## src/rtl/friet_lwc_block_packer_if.sv

```systemverilog
// Word-stream input and block output bundle between the LWC input buffer,
// the block packer and the FRIET core.
interface friet_lwc_block_packer_if #(
  parameter int unsigned G_WIDTH = 32,
  parameter int unsigned G_WORDS = 4
);
  localparam int unsigned NB_W  = $clog2(G_WIDTH / 8) + 1;
  localparam int unsigned BLK_W = G_WIDTH * G_WORDS;
  localparam int unsigned SZ_W  = $clog2(BLK_W / 8) + 1;

  logic [G_WIDTH-1:0] din;
  logic               din_valid;
  logic               din_ready;
  logic               din_last;
  logic [NB_W-1:0]    din_bytes;
  logic [BLK_W-1:0]   dout;
  logic [SZ_W-1:0]    dout_size;
  logic               dout_last;
  logic               dout_valid;
  logic               dout_ready;

  // Environment side: produces words, consumes blocks.
  modport master (
    output din, din_valid, din_last, din_bytes, dout_ready,
    input  din_ready, dout, dout_size, dout_last, dout_valid
  );

  // Packer side.
  modport slave (
    input  din, din_valid, din_last, din_bytes, dout_ready,
    output din_ready, dout, dout_size, dout_last, dout_valid
  );
endinterface

```

## src/rtl/friet_lwc_block_packer.sv

```systemverilog
// Packs G_WORDS input words into one FRIET permutation block, inserting the
// 0x01 pad byte after the last message byte and zero-filling the remainder.
module friet_lwc_block_packer #(
  parameter int unsigned G_WIDTH = 32,
  parameter int unsigned G_WORDS = 4
) (
  input logic                     clk,
  input logic                     rst,
  friet_lwc_block_packer_if.slave bus
);
  localparam int unsigned BPW       = G_WIDTH / 8;
  localparam int unsigned BLK_W     = G_WIDTH * G_WORDS;
  localparam int unsigned BLK_BYTES = BLK_W / 8;
  localparam int unsigned NB_W      = $clog2(BPW) + 1;
  localparam int unsigned SZ_W      = $clog2(BLK_BYTES) + 1;
  localparam int unsigned CNT_W     = (G_WORDS > 1) ? $clog2(G_WORDS) : 1;

  typedef enum logic {FILL, FULL} state_t;

  state_t           state_q, state_d;
  logic [CNT_W-1:0] cnt_q, cnt_d;
  logic [BLK_W-1:0] blk_q, blk_d;
  logic [SZ_W-1:0]  size_q, size_d;
  logic             last_q, last_d;
  logic             din_ready_q, din_ready_d;
  logic             dout_valid_q, dout_valid_d;
  logic [NB_W-1:0]  nb;
  logic             accept;
  int unsigned      base;
  int unsigned      fill_end;

  // State and registered outputs.
  always_ff @(posedge clk or negedge rst) begin
    if (!rst) begin
      state_q      <= FILL;
      cnt_q        <= '0;
      blk_q        <= '0;
      size_q       <= '0;
      last_q       <= 1'b0;
      din_ready_q  <= 1'b0;
      dout_valid_q <= 1'b0;
    end else begin
      state_q      <= state_d;
      cnt_q        <= cnt_d;
      blk_q        <= blk_d;
      size_q       <= size_d;
      last_q       <= last_d;
      din_ready_q  <= din_ready_d;
      dout_valid_q <= dout_valid_d;
    end
  end

  // Next-state, slot write and padding.
  always_comb begin
    state_d  = state_q;
    cnt_d    = cnt_q;
    blk_d    = blk_q;
    size_d   = size_q;
    last_d   = last_q;
    nb       = (bus.din_bytes > NB_W'(BPW)) ? NB_W'(BPW) : bus.din_bytes;
    accept   = bus.din_valid & din_ready_q;
    base     = 32'(cnt_q) * BPW;
    fill_end = base + BPW;

    case (state_q)
      FILL: begin
        if (accept) begin
          fill_end = base + (bus.din_last ? 32'(nb) : BPW);
          // Byte b counts from the block MSB; the pad byte sits at fill_end,
          // which for a full tail word lands in the MSB of the next slot.
          for (int unsigned b = 0; b < BLK_BYTES; b++) begin
            if (b >= base && b < fill_end)
              blk_d[BLK_W-1-8*b -: 8] = bus.din[G_WIDTH-1-8*(b-base) -: 8];
            else if (bus.din_last && b >= fill_end)
              blk_d[BLK_W-1-8*b -: 8] = (b == fill_end) ? 8'h01 : 8'h00;
          end
          if (bus.din_last) begin
            size_d  = size_q + SZ_W'(nb);
            last_d  = 1'b1;
            cnt_d   = '0;
            state_d = FULL;
          end else begin
            size_d = size_q + SZ_W'(BPW);
            if (cnt_q == CNT_W'(G_WORDS - 1)) begin
              cnt_d   = '0;
              last_d  = 1'b0;
              state_d = FULL;
            end else begin
              cnt_d = cnt_q + CNT_W'(1);
            end
          end
        end
      end
      FULL: begin
        if (bus.dout_ready) begin
          blk_d   = '0;
          size_d  = '0;
          last_d  = 1'b0;
          cnt_d   = '0;
          state_d = FILL;
        end
      end
      default: state_d = FILL;
    endcase

    din_ready_d  = (state_d == FILL);
    dout_valid_d = (state_d == FULL);
  end

  assign bus.din_ready  = din_ready_q;
  assign bus.dout_valid = dout_valid_q;
  assign bus.dout       = blk_q;
  assign bus.dout_size  = size_q;
  assign bus.dout_last  = last_q;
endmodule
```

## src/flat_wrapper.sv

```systemverilog
// flat-port wrapper written by rule: the top's interface ports become plain ports
module friet_lwc_block_packer_flat 
#(
  parameter int unsigned G_WIDTH = 32,
  parameter int unsigned G_WORDS = 4
)
  (clk, rst, bus_din, bus_din_valid, bus_din_last, bus_din_bytes, bus_dout_ready, bus_din_ready, bus_dout, bus_dout_size, bus_dout_last, bus_dout_valid);
  friet_lwc_block_packer_if #(.G_WIDTH(G_WIDTH), .G_WORDS(G_WORDS)) bus_i ();
  input logic clk;
  input logic rst;
  input wire logic [$bits(bus_i.din)-1:0] bus_din;
  input wire logic [$bits(bus_i.din_valid)-1:0] bus_din_valid;
  input wire logic [$bits(bus_i.din_last)-1:0] bus_din_last;
  input wire logic [$bits(bus_i.din_bytes)-1:0] bus_din_bytes;
  input wire logic [$bits(bus_i.dout_ready)-1:0] bus_dout_ready;
  output wire logic [$bits(bus_i.din_ready)-1:0] bus_din_ready;
  output wire logic [$bits(bus_i.dout)-1:0] bus_dout;
  output wire logic [$bits(bus_i.dout_size)-1:0] bus_dout_size;
  output wire logic [$bits(bus_i.dout_last)-1:0] bus_dout_last;
  output wire logic [$bits(bus_i.dout_valid)-1:0] bus_dout_valid;
  assign bus_i.din = bus_din;
  assign bus_i.din_valid = bus_din_valid;
  assign bus_i.din_last = bus_din_last;
  assign bus_i.din_bytes = bus_din_bytes;
  assign bus_i.dout_ready = bus_dout_ready;
  assign bus_din_ready = bus_i.din_ready;
  assign bus_dout = bus_i.dout;
  assign bus_dout_size = bus_i.dout_size;
  assign bus_dout_last = bus_i.dout_last;
  assign bus_dout_valid = bus_i.dout_valid;
  friet_lwc_block_packer #(.G_WIDTH(G_WIDTH), .G_WORDS(G_WORDS)) u_core (.clk(clk), .rst(rst), .bus(bus_i));
endmodule
```

## config.mk

```make
export PLATFORM = sky130hd
export DESIGN_NAME = friet_lwc_block_packer_flat
export DESIGN_NICKNAME = d
export VERILOG_FILES = /design/src/rtl/friet_lwc_block_packer_if.sv /design/src/rtl/friet_lwc_block_packer.sv /design/src/flat_wrapper.sv
export SDC_FILE = /design/constraint.sdc
export NUM_CORES = 1
export LEC_CHECK = 0
export CORE_ASPECT_RATIO = 0.8
export CORE_UTILIZATION = 53
export DETAILED_ROUTE_END_ITERATION = 12
export GPL_TIMING_DRIVEN = 1
export PLACE_DENSITY = 0.86
export SKIP_CTS_REPAIR_TIMING = 1
export SYNTH_ARGS = -nofsm -noshare
export SYNTH_HDL_FRONTEND = slang
export SYNTH_SLANG_ARGS = --single-unit
export TNS_END_PERCENT = 20
```

## constraint.sdc

```tcl
create_clock -name clk -period 5.5 [get_ports clk]
set_input_delay 0.825 -clock clk [delete_from_list [all_inputs] [get_ports clk]]
set_output_delay 0.825 -clock clk [all_outputs]
set_load 0.05 [all_outputs]
```

==> impl_metrics.ini <==
[logic_synthesis]
synth_edf_count = 0
ys_warn_count = 0
syn_area_mm2 = 0.00690
yosysSeqAreaShare_pct = 50.1
ys_types = 79
synth_ff_type = dfrtp_1
synth_seq_cells = 138
yosysTopAreaCell = dfrtp_1
post_synth.cell_area_avg_um2 = 10.6
synth_common_cells = dfrtp_1 (138), nand2_1 (106), inv_1 (53)
synth_nets = 705
yosysMostFrequentCell = dfrtp_1
yosys-top-cells-area = dfrtp_1 (50%), nand2_1 (5.8%), a22o_1 (4.4%)
synthCells = 652
async_flop_share_pct = 100
yosys.area.top_type_share_pct = 50.1

[min_path]
hold_class = input pin to asynchronous set/reset pin

[routing]
drtPass1Iterations = 5
wl_mm = 20.9
drt_iter0_markers = 530
drc = 0
ant_nets = 0
num_vias = 6137
vias_per_cell = 6.12
wl_per_cell_um = 20.9

[timing]
fin_skew_ns = 0.00715
tns_ns = 0
worstMarginPinSlew_ns = 0.926
final_max_slew_viol_count = 0
maxSlewHeadroom_pct = 38.3
hold_violations = 0
period_share_pct = 73.8
fmax_ghz = 0.246
setup_viol = 0
period_needed_ns = 4.06
rsz0062_at_grt = no

[cts]
clk_root_buffer_cell = clkbuf_16
tritoncts = done
path_clk_slew_ns = 0.06
cts_buffers = 17
cts_buffer_depth = 2
clk_latency_ns = 0.42
cts_max_level = 4
clock_sinks = 138

[critical_path]
cp-startpoint = bus_din_bytes[2]
path_max_fanout = 13
critPathBufInv = 4
crit_chain = clkdlybuf4s50_1 -> and2b_1 -> inv_1 -> ha_1 -> inv_1 -> ha_1 -> nor2_1 -> buf_4 -> o31ai_4 -> a21boi_4 -> mux2_2
worstSetupEndpointType = register
crit_family = buffers and inverters
slowest_delay_ns = 0.67
crit_path_start_kind = input pin
required_ns = 5.81
reg2reg_from = u_core.cnt_q[0]$_DFFE_PN0P_
critical_path_class = input pin to register
cp.arrival_ns = 4.37
cpMaxStageDelayCell = clkdlybuf4s50_1

[global_route]
first_global_vias = 6125
grt.overflow.total = 0
antenna_found_initial = 0
grt_usage_pct = 32.5
grt_start_max_net_pins = 81
grt_pass1_wl_mm = 33.1

[cells_and_area]
nets = 871
final_layout_size_suffix_gt1_share_pct = 9.99
area_growth_pct = 35.2
n_antenna_cell = 0
final_area_mm2 = 0.00933

[job]
cap_violations = 0

[placed_design]
gp_congestion = 0.946
port_buffers = 175
placed_cell_area_mm2 = 0.00874
dpl.hpwl_mm = 14.5

[floorplanning]
pin_count = 176
die_w_um = 130
die_area_mm2 = 0.0135
initial_core_util_pct = 55.5
fp.dieH_um = 104
coreArea_mm2 = 0.0124
fp-row-count = 36

[run_status]
outcome = finished clean

[pwr]
p_leak_nw = 3.99
p_per_area_mw_per_mm2 = 519
irDropWorstVdd_mv = 0.395
[metal layers]
metal	part of all wire [%]	wire length [um]	global-route usage, %
met1	43	8960	46.7
met2	45	9400	47.1
met3	9.8	2050	8.69
met4	2.3	489	11.7
met5	0	0	0
[path summary, 6_finish.rpt]
path | cells after the start | slack, ns | end
max in group asynchronous | 2 | 3.85 | u_core.bus.dout[40]$_DFFE_PN0P_
max reg2reg | 8 | 2.14 | u_core.bus.dout[92]$_DFFE_PN0P_
max | 11 | 1.44 | u_core.bus.dout[92]$_DFFE_PN0P_
min | 1 | 0.44 | u_core.bus.dout[65]$_DFFE_PN0P_
min in group clk | 2 | 0.49 | u_core.bus.dout[1]$_DFFE_PN0P_
min reg2reg | 2 | 0.49 | u_core.bus.dout[1]$_DFFE_PN0P_
[flip-flops by register name, summed over array words and instances (netlist names)]
| register | count |
|---|---|
| u_core.bus.din_ready | 1 |
| u_core.bus.dout_last | 1 |
| u_core.cnt_q | 2 |
| u_core.state_q | 1 |
| u_core.bus.dout_size | 5 |
| u_core.bus.dout | 128 |
[layout by cell type (no fill, tap or decap), types with 12 or more instances in the layout]
cell type / n
a21oi_1: 16
a22o_1: 35
clkbuf_16: 17
clkdlybuf4s50_1: 174
dfrtp_1: 138
ha_1: 12
inv_1: 53
mux2_2: 16
mux2i_1: 26
nand2_1: 106
nor2_1: 23
o21ai_0: 33
o31ai_1: 17
[through the flow]
step	total power [W]	utilization [%]	hold slack (ns)	cells	setup slack, ns
after global routing	0.00505	75.0	0.501	1002	1.21
final	0.00485	75.0	0.440	1002	1.44
after detailed placement	0.00366	70.3	0.476	970	1.05
after floorplan	0.00298	-	0.529	652	2.42
after CTS	0.00480	75.0	0.471	1002	1.52
after global placement	0.00360	70.3	0.463	970	1.17
[layout make-up]
cell class	instances	area, um^2
Fill cell	837	3100
Multi-Input combinational cell	426	3070
Timing Repair Buffer	182	1810
Inverter	53	199
Tap cell	171	214
Sequential cell	138	3450
Clock inverter	6	86.3
Clock buffer	26	499
[kinds of logic (layout without fill, tap and decap cells)]
group | count (synthesis) | in the layout | synth area share (%)
XOR/XNOR | 1 | 1 | 0.127
AND/OR/NAND/NOR | 198 | 198 | 14.9
buffers and inverters | 88 | 267 | 5.53
adder cells (fa/ha/maj) | 13 | 13 | 2.47
AO/OA/AOI/OAI | 169 | 169 | 20.0
multiplexers | 45 | 45 | 6.98
flip-flops | 138 | 138 | 50.1
[where the power goes]
part / total [W] / switching [W] / internal (W)
combinational: 0.00235 / 0.00160 / 0.000749
sequential: 0.00135 / 0.000172 / 0.00118
clock: 0.00114 / 0.000427 / 0.000715
total: 0.00485 / 0.00220 / 0.00265
Note: power is estimated with default switching activity, not from simulation.
